==> src/rtl/uart_tx_drain.sv <==
// -----------------------------------------------------------------------------
// uart_tx_drain
//   Drains bytes from an upstream show-ahead FIFO and serialises each one as
//   an 8N1 UART frame: start bit, 8 data bits LSB first, stop bit. Frames run
//   back to back with no idle gap while the FIFO stays non-empty and i_en is
//   high.
//
//   Optional feature (macro UART_TX_DRAIN_PARITY_EN): when defined, an
//   even-parity bit is sent between the last data bit and the stop bit
//   (8E1, 11 bit times per frame). When undefined, frames are 8N1
//   (10 bit times) and no parity logic exists.
//
// Parameters
//   CLKS_PER_BIT  clocks per serial bit time (2..65535)
//
// Ports
//   i_clk         clock; all state changes on the rising edge
//   i_reset_n     asynchronous active-low reset
//   i_en          drain enable; only looked at when a new byte could be popped
//   i_fifo_empty  upstream FIFO empty flag
//   i_data        upstream FIFO head byte, valid whenever i_fifo_empty = 0
//   o_rd          pop strobe, one cycle per byte, same cycle as the capture
//   o_tx          serial line, idle high
//   o_busy        high while a frame is on the line
//   o_frame_done  one-cycle pulse on the final cycle of the stop bit
//   o_dbg_state   current FSM state encoding, for observation only
//
// Handshake: the FIFO is show-ahead. A pop happens on any rising edge where
//   o_rd = 1; o_rd is only raised when i_fifo_empty = 0, and i_data is
//   captured on that same edge, so FIFO contents outside that edge never
//   reach the line.
// -----------------------------------------------------------------------------
module uart_tx_drain #(
  parameter int unsigned CLKS_PER_BIT = 16
) (
  input  logic       i_clk,
  input  logic       i_reset_n,
  input  logic       i_en,
  input  logic       i_fifo_empty,
  input  logic [7:0] i_data,
  output logic       o_rd,
  output logic       o_tx,
  output logic       o_busy,
  output logic       o_frame_done,
  output logic [2:0] o_dbg_state
);

  localparam int unsigned   CW        = (CLKS_PER_BIT > 1) ? $clog2(CLKS_PER_BIT) : 1;
  localparam logic [CW-1:0] BAUD_LAST = CW'(CLKS_PER_BIT - 1);

  typedef enum logic [2:0] {
    S_IDLE   = 3'd0,
    S_START  = 3'd1,
    S_DATA   = 3'd2,
`ifdef UART_TX_DRAIN_PARITY_EN
    S_PARITY = 3'd3,
`endif
    S_STOP   = 3'd4
  } state_t;

  state_t        state_q, state_d;
  logic [CW-1:0] baud_q,  baud_d;
  logic [2:0]    bit_q,   bit_d;
  logic [7:0]    shift_q, shift_d;
  // Low from reset until the first rising edge after release, so no pop can
  // occur in the cycle in which reset is released.
  logic          armed_q;

  logic baud_last;
  logic can_pop;

  assign baud_last = (baud_q == BAUD_LAST);
  assign can_pop   = armed_q & i_en & ~i_fifo_empty;

  always_ff @(posedge i_clk or negedge i_reset_n) begin
    if (!i_reset_n) begin
      state_q <= S_IDLE;
      baud_q  <= '0;
      bit_q   <= '0;
      shift_q <= '0;
      armed_q <= 1'b0;
    end else begin
      state_q <= state_d;
      baud_q  <= baud_d;
      bit_q   <= bit_d;
      shift_q <= shift_d;
      armed_q <= 1'b1;
    end
  end

  always_comb begin
    state_d      = state_q;
    baud_d       = baud_q + CW'(1);
    bit_d        = bit_q;
    shift_d      = shift_q;
    o_rd         = 1'b0;
    o_tx         = 1'b1;
    o_frame_done = 1'b0;

    case (state_q)
      S_IDLE: begin
        baud_d = '0;
        bit_d  = '0;
        if (can_pop) begin
          o_rd    = 1'b1;
          shift_d = i_data;
          state_d = S_START;
        end
      end

      S_START: begin
        o_tx = 1'b0;
        if (baud_last) begin
          baud_d  = '0;
          bit_d   = '0;
          state_d = S_DATA;
        end
      end

      S_DATA: begin
        o_tx = shift_q[0];
        if (baud_last) begin
          baud_d  = '0;
          // Rotate rather than shift: after 8 bits the register holds the
          // original byte again, which the parity bit is computed from.
          shift_d = {shift_q[0], shift_q[7:1]};
          if (bit_q == 3'd7) begin
            bit_d = '0;
`ifdef UART_TX_DRAIN_PARITY_EN
            state_d = S_PARITY;
`else
            state_d = S_STOP;
`endif
          end else begin
            bit_d = bit_q + 3'd1;
          end
        end
      end

`ifdef UART_TX_DRAIN_PARITY_EN
      S_PARITY: begin
        o_tx = ^shift_q;
        if (baud_last) begin
          baud_d  = '0;
          bit_d   = '0;
          state_d = S_STOP;
        end
      end
`endif

      S_STOP: begin
        o_tx = 1'b1;
        if (baud_last) begin
          o_frame_done = 1'b1;
          baud_d       = '0;
          bit_d        = '0;
          // Chain straight into the next start bit when more data waits.
          if (can_pop) begin
            o_rd    = 1'b1;
            shift_d = i_data;
            state_d = S_START;
          end else begin
            state_d = S_IDLE;
          end
        end
      end

      default: begin
        baud_d  = '0;
        bit_d   = '0;
        state_d = S_IDLE;
      end
    endcase
  end

  assign o_busy      = (state_q != S_IDLE);
  assign o_dbg_state = state_q;

endmodule

==> config.mk <==
export PLATFORM = sky130hd
export DESIGN_NAME = uart_tx_drain
export DESIGN_NICKNAME = d
export VERILOG_FILES = /design/src/rtl/uart_tx_drain.sv
export SDC_FILE = /design/constraint.sdc
export NUM_CORES = 1
export LEC_CHECK = 0
export ABC_AREA = 1
export BUFFER_PORTS_ARGS = -buffer_cell sky130_fd_sc_hd__buf_2
export CAP_MARGIN = 20
export CORE_AREA = 2 2 57 59
export CTS_CLUSTER_DIAMETER = 100
export DETAILED_ROUTE_END_ITERATION = 10
export DIE_AREA = 0 0 59 61
export PLACE_DENSITY = 0.56
export SYNTH_ARGS = -nofsm -noshare
export SYNTH_HDL_FRONTEND = slang
export SYNTH_SLANG_ARGS = --single-unit
==> constraint.sdc <==
create_clock -name i_clk -period 1.68 [get_ports i_clk]
set_input_delay 0.336 -clock i_clk [delete_from_list [all_inputs] [get_ports i_clk]]
set_output_delay 0.336 -clock i_clk [all_outputs]
set_load 0.02 [all_outputs]
# [Yosys cells after proc, flatten, opt, wreduce, memory -nomap -nowiden]
# Cells that the tools add are included.
[totals] reg_bits=19 latch_bits=0 mem_bits_rw=0 romBits=0 inputBits=12 output_inout_bits=7 n_memories=0
[classes] n_addsub=2 multipliers=0 div_mod_pow=0 n_lt_le_gt_ge=0 eq_ne=11 n_shift=0 n_mux=23 bitwise=3 n_reduce_logical=8
[op_table] operator="3-bit two-way mux" count=8
[op_table] operator="8-bit two-way mux" count=3
[op_table] operator="8-bit one-hot mux with 3 select lines" count=1
[op_table] operator="3-bit one-hot mux with 4 select lines" count=1
[op_table] operator="2-bit inequality test (second input constant)" count=5
[op_table] operator="4-bit two-way mux" count=2
[op_table] operator="3-bit equality test (second input constant)" count=2
[op_table] operator="3-bit one-hot mux with 2 select lines" count=1
[op_table] operator="3-bit nonzero test" count=2
[op_table] operator="1-bit two-way mux" count=5
[op_table] operator="5-bit AND reduction" count=1
[op_table] operator="4-bit by 1-bit adder with 4-bit output (second input constant)" count=1
[op_table] operator="4-bit equality test (second input constant)" count=1
[op_table] operator="1-bit one-hot mux with 2 select lines" count=2
[op_table] operator="3-bit by 1-bit adder with 3-bit output (second input constant)" count=1
[op_table] operator="3-bit by 1-bit equality test with 1-bit output (second input constant)" count=1
[op_table] operator="3-bit by 2-bit equality test with 1-bit output (second input constant)" count=1
[op_table] operator="3-bit zero test" count=1
[op_table] operator="3-bit AND reduction" count=1
[op_table] operator="3-bit OR reduction" count=1
[op_table] operator="1-bit AND" count=2
[op_table] operator="2-bit by 1-bit inequality test with 1-bit output (second input constant)" count=1
[op_table] operator="2-bit AND reduction" count=1
[op_table] operator="2-bit OR reduction" count=1
[op_table] operator="1-bit NOT" count=1

# [Longest topological paths before layout]
# Gate-level depths: netlist of run 1.
[logic_depth] word_depth=5 ltp_mapped=7

# [Least setup slack after synthesis of run 1]
# Ideal clock, no wire load.
[synth_timing] path_kind="register to output" startpoint="register state_q[2] (netlist: o_dbg_state[2])" endpoint="output port o_tx" arrival_time_ns=1.432 path_slack_ns=-0.088 stages_incl_launch_ff=5 n_path_buf=1 cell_sequence="dfrtp_1 > inv_1 > nand3_2 > buf_2 > o21ai_0"
[synth_via] elab_chain_len=2
[synth_lines] item="start: declaration" line_no="61" rtl="state_t state_q, state_d;"
[synth_lines] item="start signal: assignment" line_no="83" rtl="state_q <= state_d;"
[synth_lines] item="3-bit by 2-bit equality test with 1-bit output / 3-bit by 1-bit equality test with 1-bit output (equally long branches)" line_no="100" rtl="case (state_q)"
[synth_lines] item="1-bit one-hot mux with 2 select lines *" line_no="100"
[synth_lines] item="end: declaration" line_no="42" rtl="output logic o_tx,"
# Every way passes the cells marked *; elsewhere a longest branch is shown, timed or not.

# [Final worst setup path of run 1]
[layout_timing] startpoint="register baud_q[1]" endpoint="output port o_rd"
[layout_via] elab_chain_len=3
[layout_lines] item="start: declaration" line_no="62" rtl="logic [CW-1:0] baud_q, baud_d;"
[layout_lines] item="start signal: assignment" line_no="84" rtl="baud_q <= baud_d;"
[layout_lines] item="4-bit equality test" line_no="72" rtl="assign baud_last = (baud_q == BAUD_LAST);"
[layout_lines] item="1-bit two-way mux" line_no="153" rtl="if (baud_last) begin"
[layout_lines] item="1-bit one-hot mux with 2 select lines" line_no="100"
[layout_lines] item="end: declaration" line_no="41" rtl="output logic o_rd,"
# Every way passes these cells.

==> metrics.md, run 1 <==
| Metric | Value |
|---|---|
| Status | complete, no violations |
| Die Ht | a little over 60 microns |
| Core footprint | between 2000 and 3000 sq um |
| Total GRT Usage | between 10 and 15% |
| Fillers | ~320 |
| RePlAce Congestion | 0.734 |
| P&R area growth vs syn | 32.8% |
| Synth Net Count | about 150 |
| Vias in the first global route | 830 |
| Largest net degree at the start of global routing | 20 |
| FF-to-FF path depth | 8 |
| Port Buffers | 18 |
| Boundary Pins | 19 |
| Count leader, synth | nand2_1 |
| CTS buffer count | 3 |
| Die Wd | between 50 and 60 microns |
| Max Slew Vio Count | 0 |
| DR vias | roughly 940 |
| H-tree Lvls | 1 |
| RSZ-0062 raised after global routing | true |
| Final #Nets | 184 |
| Number of synthesized flops with an enable pin | 0 |
| CTS Sinks | 19 |
| Post-synth top area share | roughly 47% |
| Area of the multi-input gates | 532 sq um |
| Clock period minus worst slack | roughly 1.7 ns |
| Synth area leaders | dfrtp_1 (47%), nand2_1 (22%), nand3_1 (8.0%), inv_1 (4.1%), ha_1 (3.7%) |
| Post-synth top cells | nand2_1 (59), dfrtp_1 (19), nand3_1 (16), inv_1 (11), nor2_1 (7) |
| Initial antenna violation count | 0 |
| Lkg Pwr | 0.769 nW |
| Std-Cell Rows | 20 |
| DRT Pass-1 Iters | 4 |
| GR Overflow Total | 0 |
| Cell count along the critical path | 6 |
| Crit path from | baud_q[1] |
| N_diodes | 0 |
| Post-layout instance count excluding filler cells | 201 |
| Max IR drop VDD | around 0.60 mV |
| Residual DRC | 0 |
| Initial core utilization | between 30% and 40% |
| Post-synth ARST share | between 90% and 100% |
| Fin crit share | ~100% |
| Main synth FF type | dfrtp_1 |
| Sequential area share after synthesis | between 40% and 50% |
| DRT Wirelength | approximately 2200 microns |
| Worst skew pair latency | 0.30 ns |
| Crit path to | o_rd |
| Yosys warnings | 0 |
| Kind of cell adding the most delay to the critical path | flip-flops |
| FF-to-FF Start | o_dbg_state[1] |
| Layout cell share with drive strength beyond 1 | between 30% and 40% |
| Remaining antenna violation count | 0 |
| Avg WL per Cell | 11.0 microns |
| Area leader, netlist | dfrtp_1 |
| CP Data Arrival Time | around 1.3 ns |
| Hold Path Class | in -> reg |
| Setup TNS | 0 ns |
| Worst Path Required | between 1 and 1.5 ns |
| Crit path largest cell delay | approximately 0.37 ns |
| Setup crit start kind | flop |
| Global-route wire length before repair | between 3000 and 4000 microns |
| Final hold vios | 0 |
| Initial DRC count | 33 |
| Slowest cell on the critical path | dfrtp_1 |
| Tot Pwr | between 0.002 and 0.0025 W |
| Reg clk slew, reported paths | ~0.11 ns |
| Half-perimeter wire length after placement | roughly 1500 microns |
| Number of synthesized register bits | 19 |
| Worst path bufs/invs | 2 |
| Core Util, Final | approximately 45% |
| Worst Setup End Kind | output pin |
| MaxCap Viol Count | 0 |
| Synth cell types | 20 |
| Syn Std Cell Area | 1000 sq um |
| Crit path kind | reg -> out |
| Fmax | 600 MHz |
| Pwr dens | 1540 nW/um^2 |
| Sequential Area | ~480 sq um |
| TritonCTS clock tree | done |
| Setup Skew | roughly 0.0038 ns |
| # placed instances | 185 |
| Via density | around 4.7 |
| Reg2Reg Setup Slack | approximately 0.21 ns |
| Syn_area_per_cell | 7.54 sq um |
| Clock Path Buffers | 2 |
| Crit-path cells | ha_2 > nand3_2 > nand2_2 > inv_2 > nor2_4 > buf_6 |
| Final Setup Violations | 0 |
| Worst R2R End | shift_q[5] |
| Die area | roughly 3600 sq um |
| CTS Root Buffer Type | clkbuf_4 |
| Mapped Cells | ~130 |
| CP max FO | 4 |
## flip-flops by register name, summed over array words and instances (netlist names)
register     cells
shift_q          8
baud_q           4
bit_q            3
o_dbg_state      3
armed_q          1
## cells by family (layout without fill, tap and decap cells)
logic type      after synthesis  in the layout  share of synthesized area (%)
simple gates                 92             93                           40.5
fa+ha+maj                     3              3                           3.74
compound gates                4              4                           2.12
flops                        19             19                           47.4
buf+inv                      13             47                           4.99
xor+xnor                      1              1                          0.873
other cells                   1              1                          0.374
## area by class of cell
cell class | count | share of cell area (%)
inverters | 12 | 3.38
well taps | 33 | 3.10
clock buffers | 4 | 1.97
flip-flops and latches | 19 | 36.0
multi-input cells | 102 | 39.9
repair buffers | 31 | 15.7
## routing by layer
metal / GRT usage, % / vias to the layer above / wire length, microns
li1: - / 484 / -
met1: 17.5 / 440 / 1030
met2: 22.4 / 15 / 1080
met3: 2.13 / 4 / 77
met4: 6.82 / 0 / 30
met5: 0 / - / 0
## through the flow
step	setup slack, ns	area [sq um]	hold slack (ns)
after floorplan	0.0671	1000	0.0404
after global placement	0.254	1140	0.309
after detailed placement	0.214	1140	0.317
after CTS	-0.00991	1230	0.325
after global routing	-0.0688	1330	0.343
final	0.0137	1330	0.335
## worst reg2reg max path, delay by kind of cell, from the launching register on
kind / cells / cell delay (ns)
DFF: 1 / 0.47
and+or+nand+nor: 5 / 0.41
buffers and inverters: 3 / 0.49
## power by group
group          switching, W  total [W]  internal [W]  leakage, nW
Clock              0.000145   0.000237     0.0000925       0.0150
Sequential         0.000113   0.000726      0.000613        0.243
Combinational      0.000654    0.00109      0.000432        0.511
Total              0.000912    0.00205       0.00114        0.769
## worst min-delay path by stage
stage / depth (start not counted) / endpoint / startpoint
finish: 5 / shift_q[6] / i_data[6]
global route: 5 / shift_q[6] / i_data[6]
CTS: 5 / shift_q[6] / i_data[6]
detailed placement: 1 / shift_q[0] / i_reset_n
global placement: 1 / armed_q / i_reset_n
floorplan: 0 / armed_q / i_reset_n
## cell usage in the layout, fill, tap and decap left out, types with 2 or more instances in the layout
master,netlist,layout
nand2_4,2,2
nor2_1,7,6
nor2_4,0,2
inv_2,0,2
buf_6,0,3
nand2_2,2,5
dfrtp_2,0,3
dfrtp_1,19,16
ha_1,3,2
inv_1,11,9
clkbuf_4,0,3
buf_4,0,12
buf_2,1,15
nand3_2,2,4
nand3_1,16,14
nand2_1,59,56
## timing repair
action,in CTS,in global routing
gates cloned,0,1
endpoints found under the setup margin,3,3
hold buffers,1,0
resized for setup,11,11
setup buffers,1,9
pin swaps,1,4
endpoints found under the hold margin,19,0
(Power assumes the default switching activity.)
==> inputs of run 2 (changes only) <==
==> constraint.sdc (replaced) <==
create_clock -name i_clk -period 1.6 [get_ports i_clk]
set_input_delay 0.32 -clock i_clk [delete_from_list [all_inputs] [get_ports i_clk]]
set_output_delay 0.32 -clock i_clk [all_outputs]
set_load 0.02 [all_outputs]
==> metrics.md, run 2 (synthesis results as in run 1) <==
| Metric | Value |
|---|---|
| Tot Pwr | 0.00221 W (+7.7%) |
| Setup crit start kind | flop |
| Setup WS post-layout | -0.0560 ns (-0.0697 ns) |
| DRT Wirelength | 2390 microns (+7.9%) |
| Worst Hold End | shift_q[1] |
| CTS Root Buffer Type | clkbuf_4 |
| Worst hold path startpoint | i_data[1] |
| Top reg by flops | shift_q |
| Initial core utilization | 34.0% (unchanged) |
| Largest net degree at the start of global routing | 20 (unchanged) |
| Sw Ratio | 44.9% (+0.41 points) |
| Half-perimeter wire length after placement | 1600 microns (+4.6%) |
| Layout cell share with drive strength beyond 1 | 35.3% (+2.6 points) |
| Biggest regs | shift_q (8), baud_q (4) |
| Worst R2R End | shift_q[2] |
| Via density | 4.74 (+1.1%) |
| Lkg Pwr | 0.787 nW (+2.3%) |
| Setup Skew | 0.00459 ns (+0.000750 ns) |
| Hold Crit Depth | 5 (unchanged) |
| Max IR drop VDD | 0.561 mV (-6.9%) |
| Fin crit share | 103% |
| Commonest cells after routing, fill and taps aside | nand2_1 (55), dfrtp_1 (17), buf_2 (15), nand3_1 (14), buf_4 (12) |
| H-tree Lvls | 1 (unchanged) |
| Max Slew Vio Count | 0 (unchanged) |
| Logic pwr share | 53.6% (+0.6 points) |
| P&R area growth vs syn | 38.4% |
| Initial DRC count | 24 (-27%) |
| Internal power | 0.00122 W (+6.9%) |
| Die area | 3600 sq um (unchanged) |
| Crit path kind | reg -> out |
| RePlAce Congestion | 0.740 (+0.79%) |
| Worst skew pair latency | 0.30 ns (about the same) |
| Initial antenna violation count | 0 (unchanged) |
| Sequential Area | 478 sq um (-0.26%) |
| Worst Path Required | 1.28 ns (-0.06 ns) |
| Fillers | 306 (-5.6%) |
| CP max FO | 3 (-1) |
| Reg clk slew, reported paths | 0.11 ns (about the same) |
| FF-to-FF Start | baud_q[0] |
| FF-to-FF path depth | 8 (unchanged) |
| DR vias | 963 (+2.1%) |
| Residual DRC | 0 (unchanged) |
| CTS Sinks | 19 (unchanged) |
| Die Wd | 59 microns (unchanged) |
| Total GRT Usage | 13.7% (+0.037 points) |
| Final hold vios | 0 (unchanged) |
| GR Overflow Total | 0 (unchanged) |
| CTS buffer count | 3 (unchanged) |
| Avg WL per Cell | 11.8 microns (+6.8%) |
| MaxCap Viol Count | 0 (unchanged) |
| Final Setup Violations | 2 (+2) |
| Reg2Reg Setup Slack | 0.13 ns (-0.08 ns) |
| Switching power of the nets | 0.000990 W (+8.6%) |
| Status | finished with violations |
| Port Buffers | 18 (unchanged) |
| Reg power frac | 35.2% (-0.2 points) |
| N_diodes | 0 (unchanged) |
| Boundary Pins | 19 (unchanged) |
| Pwr dens | 1590 nW/um^2 (+3.3%) |
| CP Data Arrival Time | 1.34 ns (about the same) |
| Pre-CTS setup slack | 0.149 ns (-0.0648 ns) |
| Core footprint | 2950 sq um (unchanged) |
| Area of the multi-input gates | 552 sq um (+3.8%) |
| Max reg flops | 8 (unchanged) |
| Fmax | between 600 and 700 MHz |
| Violated checks | negative setup slack |
| RSZ-0062 raised after global routing | true |
| Final hold slack | 0.326 ns (-0.00900 ns) |
| Final #Nets | 186 (+1.1%) |
| DRT Pass-1 Iters | 4 (unchanged) |
| Global-route wire length before repair | 3660 microns (-0.35%) |
| Remaining antenna violation count | 0 (unchanged) |
| Clk pwr share | 11.2% (-0.4 points) |
| Clock period minus worst slack | about 1.7 ns |
| Worst Setup End Kind | output pin |
| TritonCTS clock tree | done |
| Clock Path Buffers | 2 (unchanged) |
| Most common cell after layout, fill and taps aside | nand2_1 |
| Vias in the first global route | 867 (+4.5%) |
| Die Ht | 61 microns (unchanged) |
| Std-Cell Rows | 20 (unchanged) |
| Hold Path Class | in -> reg |
run 2: critical path: stages, from the launching register on:
cell     delay, ns
dfrtp_1       0.41
ha_4          0.17
nand3_4       0.08
nand2_2       0.09
inv_2         0.04
nor2_2        0.12
buf_6         0.13
run 2: layout make-up:
class                      count  share of cell area [%]
clock buffer                   4                    1.89
timing repair buffer          34                    17.5
inverter                      12                    3.51
tap                           33                    2.97
multi-input combinational    101                    39.7
sequential                    19                    34.4
run 2: per-layer routing:
layer  vias to the layer above  global-route usage [%]  share of wire, %
met2                        30                    24.1                49
li1                        491                       -                 -
met3                         4                    1.92               3.8
met5                         -                       0                 0
met4                         0                    6.82               1.0
met1                       438                    16.3                46
run 2: worst max-delay path by stage:
| stage | depth (start not counted) | from | end |
|---|---|---|---|
| global placement | 4 | o_dbg_state[2] | o_tx |
| floorplan | 4 | o_dbg_state[2] | o_tx |
| CTS | 6 | baud_q[1] | o_rd |
| detailed placement | 4 | o_dbg_state[2] | o_tx |
| global route | 6 | baud_q[0] | o_rd |
| finish | 6 | baud_q[0] | o_rd |
run 2: timing repair:
action | 4_1_cts | 5_1_grt
resized for setup | 13 | 18
endpoints found under the hold margin | 19 | 0
pin swaps | 1 | 4
buffers inserted | 3 | 10
endpoints found under the setup margin | 3 | 3
hold buffers | 1 | 0
run 2: power groups by stage:
stage | Clock [W] | Combinational [W] | Sequential [W]
2_1_floorplan | 0 | 0.000655 | 0.000763
3_3_place_gp | 0 | 0.000902 | 0.000749
3_5_place_dp | 0 | 0.000914 | 0.000759
4_1_cts | 0.000254 | 0.000988 | 0.000765
5_1_grt | 0.000276 | 0.00131 | 0.000794
6_report | 0.000246 | 0.00118 | 0.000776
run 2: through the flow:
stage / util [%] / area, sq um / std cells / TNS, ns
after floorplan: - / 1000 / 133 / 0
after CTS: 42.1 / 1240 / 193 / -0.126
after global placement: 38.8 / 1140 / 185 / 0
after global routing: 47.0 / 1390 / 203 / -0.212
final: 47.0 / 1390 / 203 / -0.0627
after detailed placement: 38.8 / 1140 / 185 / 0
